**src/rtl/mips_alu_pkg.sv**
```systemverilog
// rtl/mips_alu_pkg.sv - alu_ctrl opcodes and EX-stage ALU state encoding
package mips_alu_pkg;

    localparam logic [3:0] ALU_AND   = 4'b0000;
    localparam logic [3:0] ALU_OR    = 4'b0001;
    localparam logic [3:0] ALU_ADD   = 4'b0010;
    localparam logic [3:0] ALU_SUB   = 4'b0110;
    localparam logic [3:0] ALU_SLT   = 4'b0111;
    localparam logic [3:0] ALU_NOR   = 4'b1100;
    localparam logic [3:0] ALU_MULTU = 4'b1000;
    localparam logic [3:0] ALU_DIVU  = 4'b1001;
    localparam logic [3:0] ALU_MFHI  = 4'b1010;
    localparam logic [3:0] ALU_MFLO  = 4'b1011;

    typedef enum logic [1:0] {
        IDLE = 2'd0,
        MUL  = 2'd1,
        DIV  = 2'd2
    } alu_state_t;

endpackage

```
**src/rtl/mips_muldiv_seq.sv**
```systemverilog
// rtl/mips_muldiv_seq.sv - iterative unsigned shift-add multiply / restoring divide, one bit per cycle
// The divide datapath exists only when MIPS_ALU_DIV_EN is defined.
module mips_muldiv_seq #(
    parameter int WIDTH = 32
) (
    input  logic             clk,
    input  logic             rst_n,
    input  logic             start,
    input  logic             op,
    input  logic [WIDTH-1:0] a,
    input  logic [WIDTH-1:0] b,
    output logic             done,
    output logic [WIDTH-1:0] hi,
    output logic [WIDTH-1:0] lo
);
    localparam int CW = (WIDTH > 1) ? $clog2(WIDTH) : 1;
    localparam logic [CW-1:0] LAST = CW'(WIDTH - 1);

    logic             running_q, running_d;
    logic             op_q, op_d;
    logic [WIDTH-1:0] acc_q, acc_d;
    logic [WIDTH-1:0] q_q, q_d;
    logic [WIDTH-1:0] b_q, b_d;
    logic [CW-1:0]    cnt_q, cnt_d;

    logic [WIDTH:0]   mul_sum;
    logic [WIDTH-1:0] mul_acc, mul_q;
    logic [WIDTH-1:0] step_acc, step_q;

    // {acc, q} shifts right; q starts as the multiplier and ends as the low product half
    always_comb begin
        mul_sum = {1'b0, acc_q} + (q_q[0] ? {1'b0, b_q} : {(WIDTH+1){1'b0}});
        mul_acc = mul_sum[WIDTH:1];
        mul_q   = {mul_sum[0], q_q[WIDTH-1:1]};
    end

`ifdef MIPS_ALU_DIV_EN
    logic [WIDTH:0]   div_shift, div_diff;
    logic             div_ge;
    logic [WIDTH-1:0] div_acc, div_q;

    // With b == 0 every step subtracts nothing: quotient all ones, remainder ends as a
    always_comb begin
        div_shift = {acc_q, q_q[WIDTH-1]};
        div_ge    = (div_shift >= {1'b0, b_q});
        div_diff  = div_shift - {1'b0, b_q};
        div_acc   = div_ge ? div_diff[WIDTH-1:0] : div_shift[WIDTH-1:0];
        div_q     = {q_q[WIDTH-2:0], div_ge};
    end

    assign step_acc = op_q ? div_acc : mul_acc;
    assign step_q   = op_q ? div_q   : mul_q;
`else
    logic unused_op_q;
    assign unused_op_q = op_q;
    assign step_acc    = mul_acc;
    assign step_q      = mul_q;
`endif

    always_comb begin
        running_d = running_q;
        op_d      = op_q;
        acc_d     = acc_q;
        q_d       = q_q;
        b_d       = b_q;
        cnt_d     = cnt_q;
        if (start) begin
            running_d = 1'b1;
            op_d      = op;
            acc_d     = '0;
            q_d       = a;
            b_d       = b;
            cnt_d     = '0;
        end else if (running_q) begin
            acc_d = step_acc;
            q_d   = step_q;
            cnt_d = cnt_q + 1'b1;
            if (cnt_q == LAST) begin
                running_d = 1'b0;
            end
        end
    end

    always_ff @(posedge clk or negedge rst_n) begin
        if (!rst_n) begin
            running_q <= 1'b0;
            op_q      <= 1'b0;
            acc_q     <= '0;
            q_q       <= '0;
            b_q       <= '0;
            cnt_q     <= '0;
        end else begin
            running_q <= running_d;
            op_q      <= op_d;
            acc_q     <= acc_d;
            q_q       <= q_d;
            b_q       <= b_d;
            cnt_q     <= cnt_d;
        end
    end

    // The final iteration is handed over combinationally so HI/LO land on that same edge
    assign done = running_q && (cnt_q == LAST);
    assign hi   = step_acc;
    assign lo   = step_q;

endmodule

```
**src/rtl/mips_alu_seq.sv**
```systemverilog
// rtl/mips_alu_seq.sv - registered EX-stage MIPS ALU with handshake, HI/LO and iterative MULTU/DIVU
// DIVU is built only when MIPS_ALU_DIV_EN is defined; otherwise code 1001 is illegal.
module mips_alu_seq
    import mips_alu_pkg::*;
#(
    parameter int WIDTH = 32
) (
    input  logic             clk,
    input  logic             rst_n,
    input  logic             in_valid,
    output logic             in_ready,
    input  logic [3:0]       alu_ctrl,
    input  logic [WIDTH-1:0] a,
    input  logic [WIDTH-1:0] b,
    output logic             out_valid,
    output logic [WIDTH-1:0] result,
    output logic             zero,
    output logic             busy
);
    alu_state_t       state_q, state_d;
    logic [WIDTH-1:0] result_q, result_d;
    logic [WIDTH-1:0] hi_q, hi_d;
    logic [WIDTH-1:0] lo_q, lo_d;
    logic             out_valid_q, out_valid_d;

    logic             md_start, md_op, md_done;
    logic [WIDTH-1:0] md_hi, md_lo;
    logic [WIDTH-1:0] diff, sc_result;
    logic             slt_bit;

    mips_muldiv_seq #(.WIDTH(WIDTH)) u_muldiv (
        .clk   (clk),
        .rst_n (rst_n),
        .start (md_start),
        .op    (md_op),
        .a     (a),
        .b     (b),
        .done  (md_done),
        .hi    (md_hi),
        .lo    (md_lo)
    );

    // Differing signs decide SLT directly, so an overflowing a-b cannot flip the answer
    always_comb begin
        diff      = a - b;
        slt_bit   = (a[WIDTH-1] != b[WIDTH-1]) ? a[WIDTH-1] : diff[WIDTH-1];
        sc_result = '0;
        case (alu_ctrl)
            ALU_AND:  sc_result = a & b;
            ALU_OR:   sc_result = a | b;
            ALU_ADD:  sc_result = a + b;
            ALU_SUB:  sc_result = diff;
            ALU_SLT:  sc_result = {{(WIDTH-1){1'b0}}, slt_bit};
            ALU_NOR:  sc_result = ~(a | b);
            ALU_MFHI: sc_result = hi_q;
            ALU_MFLO: sc_result = lo_q;
            default:  sc_result = '0;
        endcase
    end

    always_comb begin
        state_d     = state_q;
        result_d    = result_q;
        hi_d        = hi_q;
        lo_d        = lo_q;
        out_valid_d = 1'b0;
        md_start    = 1'b0;
        md_op       = 1'b0;
        case (state_q)
            IDLE: begin
                if (in_valid) begin
                    case (alu_ctrl)
                        ALU_MULTU: begin
                            state_d  = MUL;
                            md_start = 1'b1;
                        end
`ifdef MIPS_ALU_DIV_EN
                        ALU_DIVU: begin
                            state_d  = DIV;
                            md_start = 1'b1;
                            md_op    = 1'b1;
                        end
`endif
                        default: begin
                            result_d    = sc_result;
                            out_valid_d = 1'b1;
                        end
                    endcase
                end
            end
            MUL, DIV: begin
                if (md_done) begin
                    state_d     = IDLE;
                    hi_d        = md_hi;
                    lo_d        = md_lo;
                    result_d    = md_lo;
                    out_valid_d = 1'b1;
                end
            end
            default: state_d = IDLE;
        endcase
    end

    always_ff @(posedge clk or negedge rst_n) begin
        if (!rst_n) begin
            state_q     <= IDLE;
            result_q    <= '0;
            hi_q        <= '0;
            lo_q        <= '0;
            out_valid_q <= 1'b0;
        end else begin
            state_q     <= state_d;
            result_q    <= result_d;
            hi_q        <= hi_d;
            lo_q        <= lo_d;
            out_valid_q <= out_valid_d;
        end
    end

    assign in_ready  = (state_q == IDLE);
    assign busy      = (state_q != IDLE);
    assign out_valid = out_valid_q;
    assign result    = result_q;
    assign zero      = (result_q == '0);

endmodule

```
**config.mk**
```make
export PLATFORM = sky130hd
export DESIGN_NAME = mips_alu_seq
export DESIGN_NICKNAME = d
export VERILOG_FILES = /design/src/rtl/mips_alu_pkg.sv /design/src/rtl/mips_muldiv_seq.sv /design/src/rtl/mips_alu_seq.sv
export SDC_FILE = /design/constraint.sdc
export NUM_CORES = 1
export LEC_CHECK = 0
export ABC_AREA = 1
export BUFFER_PORTS_ARGS = -buffer_cell sky130_fd_sc_hd__buf_2
export CAP_MARGIN = 10
export CORE_MARGIN = 4
export CORE_UTILIZATION = 30
export CTS_CLUSTER_SIZE = 28
export DETAILED_ROUTE_END_ITERATION = 8
export SYNTH_ARGS = -nofsm -noshare
export SYNTH_HDL_FRONTEND = slang
export SYNTH_SLANG_ARGS = --single-unit
```
**constraint.sdc**
```tcl
create_clock -name clk -period 2.5 [get_ports clk]
set_input_delay 0.375 -clock clk [delete_from_list [all_inputs] [get_ports clk]]
set_output_delay 0.375 -clock clk [all_outputs]
set_load 0.01 [all_outputs]
```
## Yosys cells after proc, flatten, opt, wreduce, memory -nomap -nowiden

Cells that the tools add are included.

- Flip-flop bits (word level): 201
- Input port bits: 71
- Output and inout bits: 36

- Add/sub/neg operators: 4
- Equality and inequality tests: 16
- Mux-type cells: 27
- Bitwise logic cells: 3
- Reduce and logical (&&, ||, !) cells: 11

Operators by type and width:

| kind | count |
|---|---|
| 32-bit 2-to-1 mux | 8 |
| 32-bit one-hot mux with 8 select lines | 1 |
| 32-bit one-hot mux with 2 select lines | 1 |
| 32-bit by 33-bit adder with 33-bit output | 1 |
| 32-bit adder | 1 |
| 32-bit bitwise AND | 1 |
| 32-bit zero test | 1 |
| 32-bit inverter | 1 |
| 32-bit OR | 1 |
| 32-bit subtractor | 1 |
| 4-bit equality test (second input constant) | 4 |
| 1-bit 2-to-1 mux | 10 |
| 5-bit 2-to-1 mux | 2 |
| 4-bit by 3-bit equality test with 1-bit output (second input constant) | 2 |
| 2-bit 2-to-1 mux | 3 |
| 2-bit inequality test (second input constant) | 3 |
| 2-bit nonzero test | 3 |
| 5-bit by 1-bit adder with 5-bit output (second input constant) | 1 |
| 5-bit equality test (second input constant) | 1 |
| 4-bit by 1-bit equality test with 1-bit output (second input constant) | 1 |
| 4-bit by 2-bit equality test with 1-bit output (second input constant) | 1 |
| 4-bit zero test | 1 |
| 2-bit one-hot mux with 2 select lines | 1 |
| 4-bit AND reduction | 1 |
| 10 further kinds | 10 |

## Depth between registers and ports, before layout

Gate-level depths: netlist of the first run.

- Depth after elaboration: 6
- Depth in mapped cells: 21

## By module

From an unflattened synthesis of the first run, not the netlist that was laid out.

- Cells, all modules: 2825
- Area total of the unflattened synthesis: 18028.5 sq um

By module, submodules not included:

| module | times used | cells each | area an instance (sq um) |
|---|---|---|---|
| mips_alu_seq | 1 | 1766 | 10933.0 |
| mips_muldiv_seq | 1 | 1059 | 7095.6 |

## Worst setup path after synthesis of the first run

No wires, ideal clock.

- Path kind: input to register
- Start: input port a[14]
- End: register result_q[31] (netlist: result[31])
- Setup time: 122 ps
- Data arrival time: 2527 ps
- Data required time: 2378 ps
- Setup slack: -149 ps
- Stages: 19
- Cells stage by stage: inv_1 ha_1 buf_2 nor2_1 inv_1 nor2_1 nand2_1 nor2_1 nand2_1 nand2_1 nand2_1 nand2_1 a21oi_1 fa_1 o21ai_0 nor3_1 nand2_1 nand2_1 a21oi_2

- Longest elaborated chain between the ends: 5
- Elaborated cells between the ends (all ways): 6
- Classes of those cells: add/sub (2); mux (4)

RTL lines:

| element | RTL line | source |
|---|---|---|
| start: declaration | mips_alu_seq.sv:13 | `input logic [WIDTH-1:0] a,` |
| 32-bit subtractor or 32-bit adder (tied branches) | mips_alu_seq.sv:45, mips_alu_seq.sv:51 |  |
| 32-bit one-hot mux with 8 select lines (*) | mips_alu_seq.sv:48 | `case (alu_ctrl)` |
| 32-bit 2-to-1 mux (*) | mips_alu_seq.sv:72 | `case (alu_ctrl)` |
| 32-bit 2-to-1 mux (*) | mips_alu_seq.sv:71 | `if (in_valid) begin` |
| 32-bit one-hot mux with 2 select lines (*) | mips_alu_seq.sv:69 | `case (state_q)` |
| end signal: assignment | mips_alu_seq.sv:113 | `result_q <= result_d;` |
| end: declaration | mips_alu_seq.sv:21 | `logic [WIDTH-1:0] result_q, result_d;` |

Every way passes the cells marked *; elsewhere a longest branch is shown, timed or not. The select of a mux whose other input is x is not followed.
A chain may end at the register's enable or synchronous reset.

## Worst setup path in the final report of the first run

- Start: register result_q[30] (netlist: result[30])
- End: output port zero

- Longest elaborated chain between the ends: 1

RTL lines:

| element | RTL line | source |
|---|---|---|
| 32-bit zero test | mips_alu_seq.sv:124 | `assign zero = (result_q == '0);` |
| end: declaration | mips_alu_seq.sv:17 | `output logic zero,` |

Every way passes these cells.

==> results.sh, run 1 <==
export IMPL_detail_route_antenna_nets=0
export IMPL_worst_slew_pin_transition_ps=902.3
export IMPL_finClkSkew_ps=12.22
export IMPL_setup_violations_final=4
export IMPL_fp_coreArea_mm2=0.05552
export IMPL_ys_dominant_reg_cell="sky130_fd_sc_hd__dfrtp_1"
export IMPL_initial_drc_count=1612
export IMPL_gpl_final_weighted_congestion=0.9775
export IMPL_antenna_found_initial=0
export IMPL_maximum_number_of_pins_on_one_net_before_global_route_repair=103
export IMPL_routed_via_count=18430
export IMPL_clk_pin_slew_ps=70
export IMPL_worst_setup_path_type="reg -> out"
export IMPL_hold_path_depth=3
export IMPL_setup_worst_path_start_class="flop"
export IMPL_fill_cells=5962
export IMPL_worstSkewPairLatency_ps=460
export IMPL_die_y_um=245.9
export IMPL_biggest_cell_delay_along_the_critical_path_ps=520
export IMPL_critPathCaptureType="output pin"
export IMPL_ys_seq_elements=200
export IMPL_area_fraction_in_compound_gates_after_synthesis=0.1628
export IMPL_drive_gt1_frac=0.2420
export IMPL_grt_first_pass_wirelength_um=101400
export IMPL_finalWorstSetupSlack_ps=-19.67
export IMPL_power_share_clock=0.203
export IMPL_place_port_buffers=106
export IMPL_synth_top_cells_by_area="sky130_fd_sc_hd__dfrtp_1 29%, sky130_fd_sc_hd__nand2_1 18%, sky130_fd_sc_hd__ha_1 10%"
export IMPL_post_drt_wl_per_cell_um=18.06
export IMPL_fin_cells=3736
export IMPL_combinational_family_with_the_most_area_after_synthesis="simple AND/OR/NAND/NOR gates"
export IMPL_crit_buf_inv=1
export IMPL_synth_edf_count=0
export IMPL_pwr_share_seq=0.357
export IMPL_htreeDepth=4
export IMPL_crit_fanout=3
export IMPL_worst_hold_path_type="in -> reg"
export IMPL_detailedPlacementHpwl_um=53730
export IMPL_placed_area_mm2=0.02073
export IMPL_timing_setup_tns_ps=-43.02
export IMPL_finalCritPeriodShare=1.008
export IMPL_die_area_mm2=0.06045
export IMPL_power_per_cell_area_mw_per_mm2=644.8
export IMPL_synth_adder_area_share=0.1057
export IMPL_cts_root_buffer_cell="sky130_fd_sc_hd__clkbuf_16"
export IMPL_cp_cell_sequence="nor4_4 -> nand4_1 -> nor2_1 -> buf_2"
export IMPL_p_leak_nw=11.70
export IMPL_slew_viol_final=0
export IMPL_post_synth_and_or_nand_nor_area_fraction=0.3018
export IMPL_global_route_overflow_total=0
export IMPL_route_final_wire_length_um=67470
export IMPL_r2r_end="hi_q[25]$_DFFE_PN0P_"
export IMPL_finalCriticalPeriod_ps=2520
export IMPL_synth_xor_area_share=0.01032
export IMPL_gr_usage_all_layers=0.2182
export IMPL_p_sw_frac=0.4283
export IMPL_cts_sinks=200
export IMPL_post_synth_num_cell_types=56
export IMPL_power_frac_comb=0.439
export IMPL_ios=107
export IMPL_synth_warning_count=0
export IMPL_intPower_mw=8.198
export IMPL_failed_checks="negative setup slack"
export IMPL_reg2reg_setup_slack_ps=-10
export IMPL_netlist_instances=2582
export IMPL_vdd_drop_max_mv=0.5132
export IMPL_critPathArrivalTime_ps=2140
export IMPL_hold_fails_final_rpt=0
export IMPL_yosys_cell_count_top_type="sky130_fd_sc_hd__nand2_1"
export IMPL_hold_worst_slack_ps=301.0
export IMPL_drv_cap=0
export IMPL_yosys_mux_area_fraction=0
export IMPL_placement_rows=86
export IMPL_worst_hold_startpoint="a[28]"
export IMPL_detailedRoute_firstPassIterationCount=5
export IMPL_synth_avg_cell_area_um2=6.574
export IMPL_antennaDiodeCount=0
export IMPL_seq_area_frac_synth=0.2949
export IMPL_synth_top_cell_area_share=0.2949
export IMPL_critPathSlowestCell="sky130_fd_sc_hd__nand4_1"
export IMPL_synth_area_mm2=0.01697
export IMPL_async_flop_share=1.000
export IMPL_cts_tree="yes"
export IMPL_fin_area_mm2=0.02224
export IMPL_reg2regPathDepth=16
export IMPL_remaining_drc_errors=0
export IMPL_cp_data_required_time_ps=2120
export IMPL_path_delay_family="simple AND/OR/NAND/NOR gates"
export IMPL_whs_endpoint="u_muldiv.q_q[28]$_DFFE_PN0P_"
export IMPL_worst_slew_margin_rel=0.3985
export IMPL_rsz0062_at_grt="true"
export IMPL_yosys_area_top_type="sky130_fd_sc_hd__dfrtp_1"
export IMPL_horiz_die_dim_um=245.9
export IMPL_final_design_utilization=0.4006
export IMPL_synth_common_cells="794 x sky130_fd_sc_hd__nand2_1, 418 x sky130_fd_sc_hd__inv_1, 200 x sky130_fd_sc_hd__dfrtp_1, 176 x sky130_fd_sc_hd__o21ai_0, 169 x sky130_fd_sc_hd__nand3_1"
export IMPL_numCtsBuffers=17
export IMPL_worst_r2r_startpoint="u_muldiv.q_q[0]$_DFFE_PN0P_"
export IMPL_clock_path_buffers=2
export IMPL_total_nets_after_synthesis=2794
export IMPL_switchingPower_mw=6.142
export IMPL_grt_pass1_vias=17300
export IMPL_final_net_count=3187
export IMPL_timing_fmax_mhz=396.9
export IMPL_outcome="finished with violations"
export IMPL_numPlacedInstances=3691
export IMPL_synthToLayoutAreaGrowth_pct=31.03
export IMPL_post_drt_via_cell_ratio=4.932
export IMPL_start_util=0.3057
-- worst min-delay path, cell delays in order --
cell and delay [ps]:
sky130_fd_sc_hd__buf_2 130, sky130_fd_sc_hd__inv_2 80, sky130_fd_sc_hd__o221ai_1 120
-- per-layer routing --
| layer | part of all wire | vias to the layer above | GRT usage |
|---|---|---|---|
| li1 | - | 9028 | - |
| met1 | 0.46 | 8597 | 0.3133 |
| met2 | 0.43 | 724 | 0.3354 |
| met3 | 0.083 | 78 | 0.03936 |
| met4 | 0.027 | 0 | 0.06224 |
| met5 | 0 | - | 0 |
-- cells in the final DEF, fill, tap and decap left out, types with 8 or more instances in the layout --
master | netlist | routed
sky130_fd_sc_hd__xor2_1 | 11 | 10
sky130_fd_sc_hd__nand4_1 | 19 | 19
sky130_fd_sc_hd__a21oi_2 | 11 | 20
sky130_fd_sc_hd__o21ai_0 | 176 | 160
sky130_fd_sc_hd__xnor2_1 | 9 | 8
sky130_fd_sc_hd__o211ai_1 | 9 | 9
sky130_fd_sc_hd__nor2_2 | 9 | 27
sky130_fd_sc_hd__buf_4 | 7 | 352
sky130_fd_sc_hd__nand2_2 | 13 | 41
sky130_fd_sc_hd__dfrtp_1 | 200 | 198
sky130_fd_sc_hd__ha_1 | 137 | 103
sky130_fd_sc_hd__a21oi_1 | 146 | 133
sky130_fd_sc_hd__nand3_2 | 7 | 14
sky130_fd_sc_hd__buf_12 | 0 | 9
sky130_fd_sc_hd__o221ai_1 | 35 | 35
sky130_fd_sc_hd__a211oi_1 | 23 | 23
sky130_fd_sc_hd__nand2_1 | 794 | 764
sky130_fd_sc_hd__nor4_1 | 14 | 10
sky130_fd_sc_hd__o21ai_1 | 12 | 21
sky130_fd_sc_hd__o21bai_1 | 8 | 8
sky130_fd_sc_hd__nor2_4 | 1 | 8
sky130_fd_sc_hd__nor3_1 | 12 | 12
sky130_fd_sc_hd__inv_2 | 10 | 31
sky130_fd_sc_hd__ha_2 | 0 | 9
sky130_fd_sc_hd__inv_1 | 418 | 396
sky130_fd_sc_hd__ha_4 | 0 | 25
sky130_fd_sc_hd__clkbuf_16 | 0 | 17
sky130_fd_sc_hd__nand3_1 | 169 | 159
sky130_fd_sc_hd__a22o_1 | 8 | 8
sky130_fd_sc_hd__nor2_1 | 168 | 143
sky130_fd_sc_hd__buf_2 | 47 | 104
sky130_fd_sc_hd__o21ai_2 | 4 | 9
-- metrics by stage --
stage	setup WS, ps	total power [mW]
floorplan	-85.16	8.251
global placement	-584.8	10.96
detailed placement	-617.9	10.99
CTS	-6.045	13.99
global route	-137.8	15.28
finish	-19.67	14.34
-- worst max-delay path by stage --
stage                           startpoint                     end  slack (ps)  cells past startpoint
5_1_grt        u_muldiv.q_q[0]$_DFFE_PN0P_    hi_q[26]$_DFFE_PN0P_        -140                     15
3_5_place_dp                         a[10]  result[31]$_DFFE_PN0P_        -620                     21
2_1_floorplan                        a[14]  result[31]$_DFFE_PN0P_         -90                     19
3_3_place_gp                         a[10]  result[31]$_DFFE_PN0P_        -580                     21
4_1_cts        u_muldiv.q_q[0]$_DFFE_PN0P_    hi_q[25]$_DFFE_PN0P_          -6                     16
6_report            result[30]$_DFFE_PN0P_                    zero         -20                      4
-- logic make-up after synthesis --
| logic type | Yosys count |
|---|---|
| compound gates | 467 |
| simple gates | 1229 |
| buf+inv | 525 |
| xor+xnor | 20 |
| flops | 200 |
| fa+ha+maj | 141 |
-- area by class of cell --
| cell class | instances | area, um^2 | area share |
|---|---|---|---|
| Sequential cell | 200 | 5007 | 0.2251 |
| Clock buffer | 21 | 450.4 | 0.02025 |
| Tap cell | 748 | 935.9 | 0.04208 |
| Timing Repair Buffer | 470 | 3402 | 0.1530 |
| Multi-Input combinational cell | 1857 | 10700 | 0.4809 |
| Clock inverter | 11 | 137.6 | 0.006188 |
| Inverter | 429 | 1612 | 0.07246 |
-- registers in the layout, summed over array words and instances (netlist names) --
signal	cells
u_muldiv.running_q	1
u_muldiv.acc_q	32
lo_q	32
u_muldiv.cnt_q	5
state_q	1
out_valid	1
u_muldiv.q_q	32
hi_q	32
u_muldiv.b_q	32
result	32
-- power by group through the flow --
stage	clock [mW]	combinational (mW)	sequential, mW
global placement	0	5.88	5.08
detailed placement	0	5.92	5.08
finish	2.91	6.30	5.13
floorplan	0	3.37	4.88
global route	3.07	6.98	5.23
CTS	2.96	5.99	5.04
-- timing repair --
action / CTS / global route
pin swaps: 6 / 49
buffers inserted: 1 / 11
endpoints found under the hold margin: 47 / 0
hold buffers: 1 / 0
resized for setup: 19 / 175
setup endpoints to repair: 35 / 48
Power figures use the tool's default switching activity.
==> run 2: changes to the inputs <==
- BUFFER_PORTS_ARGS: -buffer_cell sky130_fd_sc_hd__buf_2 -> unset
- DONT_BUFFER_PORTS: unset -> 1
==> results.sh, run 2 (synthesis results as in run 1) <==
export IMPL_outcome="finished with violations"
export IMPL_failed_checks="negative hold slack"
export IMPL_worst_hold_path_type="in -> async"
export IMPL_critPathArrivalTime_ps=2830
export IMPL_routed_via_count=17700
export IMPL_start_util=0.3057
export IMPL_initial_drc_count=1862
export IMPL_worst_slew_margin_rel=0.5016
export IMPL_global_route_overflow_total=0
export IMPL_met2_usage=0.3221
export IMPL_placed_area_mm2=0.01937
export IMPL_busiest_layer="met2"
export IMPL_route_final_wire_length_um=67670
export IMPL_htreeDepth=4
export IMPL_die_y_um=245.9
export IMPL_worst_setup_path_type="reg -> reg"
export IMPL_power_total_mw=13.74
export IMPL_final_common_cell="sky130_fd_sc_hd__nand2_1"
export IMPL_die_area_mm2=0.06045
export IMPL_ios=107
export IMPL_finalWorstSetupSlack_ps=27.79
export IMPL_rsz0062_at_grt="true"
export IMPL_cts_sinks=200
export IMPL_place_port_buffers=0
export IMPL_final_net_count=2962
export IMPL_critPathCaptureType="flop"
export IMPL_final_cell_mix="784 x sky130_fd_sc_hd__nand2_1, 412 x sky130_fd_sc_hd__inv_1, 236 x sky130_fd_sc_hd__buf_4"
export IMPL_gpl_final_weighted_congestion=1.010
export IMPL_drive_gt1_frac=0.1560
export IMPL_finalCriticalPeriod_ps=2472
export IMPL_cts_root_buffer_cell="sky130_fd_sc_hd__clkbuf_16"
export IMPL_cts_tree="yes"
export IMPL_crit_fanout=28
export IMPL_timing_setup_tns_ps=0
export IMPL_cp_cell_sequence="buf_12 -> nand2_1 -> inv_1 -> ha_1 -> a21oi_2 -> inv_1 -> a31oi_4 -> a21boi_1 -> o211ai_1 -> buf_4 -> or2_1 -> nand3_1 -> o21ai_1"
export IMPL_finClkSkew_ps=14.81
export IMPL_synthToLayoutAreaGrowth_pct=20.77
export IMPL_hold_fails_final_rpt=200
export IMPL_timing_fmax_mhz=404.5
export IMPL_gr_usage_all_layers=0.2191
export IMPL_slew_viol_final=0
export IMPL_power_per_cell_area_mw_per_mm2=670.3
export IMPL_worstSkewPairLatency_ps=470
export IMPL_dpl_worst_slack_ps=-488.3
export IMPL_worst_slew_pin_transition_ps=746.5
export IMPL_cp_data_required_time_ps=2850
export IMPL_finalCritPeriodShare=0.9889
export IMPL_biggest_cell_delay_along_the_critical_path_ps=430
export IMPL_setup_violations_final=0
export IMPL_fill_cells=5998
export IMPL_fp_coreArea_mm2=0.05552
export IMPL_horiz_die_dim_um=245.9
export IMPL_detailedRoute_firstPassIterationCount=6
export IMPL_setup_worst_path_start_class="flop"
export IMPL_antenna_found_initial=1
export IMPL_detail_route_antenna_nets=0
export IMPL_p_leak_nw=10.66
export IMPL_drv_cap=0
export IMPL_maximum_number_of_pins_on_one_net_before_global_route_repair=201
export IMPL_hold_worst_slack_ps=-384.3
export IMPL_critPathSlowestCell="sky130_fd_sc_hd__dfrtp_1"
export IMPL_clk_pin_slew_ps=80
export IMPL_clock_path_buffers=2
export IMPL_grt_pass1_vias=16930
export IMPL_groute_layer_met3_usage=0.05866
export IMPL_detailedPlacementHpwl_um=52860
export IMPL_fin_area_mm2=0.02050
export IMPL_grt_first_pass_wirelength_um=100900
export IMPL_post_drt_wl_per_cell_um=19.27
export IMPL_vdd_drop_max_mv=0.6299
export IMPL_post_drt_via_cell_ratio=5.039
export IMPL_remaining_drc_errors=0
export IMPL_placement_rows=86
export IMPL_numCtsBuffers=17
export IMPL_critical_path_most_common_cell="sky130_fd_sc_hd__inv_1"
export IMPL_grt_met1_usage=0.3072
==> run 2: cell count changes in the layout (fill, tap and decap cells not counted), moves of 16 or more <==
cell,before,now
sky130_fd_sc_hd__buf_4,352,236
sky130_fd_sc_hd__buf_2,104,0
sky130_fd_sc_hd__inv_2,31,15
sky130_fd_sc_hd__inv_1,396,412
sky130_fd_sc_hd__nand2_2,41,22
sky130_fd_sc_hd__nand2_1,764,784
==> run 2: worst max-delay path, delay by kind of cell, from the launching register on <==
| kind | cells | cell delay (ps) |
|---|---|---|
| compound gates | 5 | 740 |
| fa+ha+maj | 1 | 290 |
| buf+inv | 4 | 490 |
| flops | 1 | 430 |
| simple gates | 3 | 380 |
==> run 2: final timing paths <==
kind / end / start / cells past startpoint / slack [ps]
setup / recovery: hi_q[25]$_DFFE_PN0P_ / u_muldiv.q_q[0]$_DFFE_PN0P_ / 13 / 30
hold / removal: u_muldiv.acc_q[25]$_DFFE_PN0P_ / rst_n / 0 / -380
setup reg to reg: hi_q[25]$_DFFE_PN0P_ / u_muldiv.q_q[0]$_DFFE_PN0P_ / 13 / 30
hold reg to reg: lo_q[9]$_DFFE_PN0P_ / lo_q[9]$_DFFE_PN0P_ / 2 / 490
max in group asynchronous: state_q[0]$_DFFE_PN0P_ / rst_n / 0 / 2420
min in group clk: u_muldiv.b_q[18]$_DFFE_PN0P_ / b[18] / 2 / 100
==> run 2: where the power goes <==
part / internal [mW] / switching [mW]
Clock: 1.32 / 1.50
Sequential: 4.19 / 1.17
Combinational: 2.10 / 3.46
Total: 7.61 / 6.13
==> run 2: layer usage <==
layer,vias to the layer above,wire (um),part of all wire
met2,782,27590,0.41
met3,130,7387,0.11
met1,8199,30080,0.44
met5,-,0,0
li1,8586,-,-
met4,0,2612,0.039
==> run 2: cell type report <==
type | count | area [um^2] | share of cell area
Sequential cell | 200 | 5006 | 0.2442
Clock inverter | 14 | 135.1 | 0.006592
Timing Repair Buffer | 245 | 1952 | 0.09522
Multi-Input combinational cell | 1857 | 10430 | 0.5086
Antenna cell | 1 | 2.502 | 0.0001221
Inverter | 429 | 1613 | 0.07868
Tap cell | 748 | 935.9 | 0.04566
Clock buffer | 18 | 429.2 | 0.02094
==> run 2: through the flow <==
stage / util / std cells / hold WS (ps)
after floorplan: - / 2582 / 79.41
after global placement: 0.3490 / 3474 / 103.1
after detailed placement: 0.3490 / 3474 / 100.9
after CTS: 0.3597 / 3506 / -408.4
after global routing: 0.3691 / 3511 / -409.4
final: 0.3692 / 3512 / -384.3
==> run 2: what timing repair did <==
action                                 4_1_cts  5_1_grt
cloned                                       0        0
endpoints found under the hold margin      200      200
pin swaps                                    0       11
setup endpoints to repair                    8       42
setup buffers                                0        5
gates resized for setup                      7       94
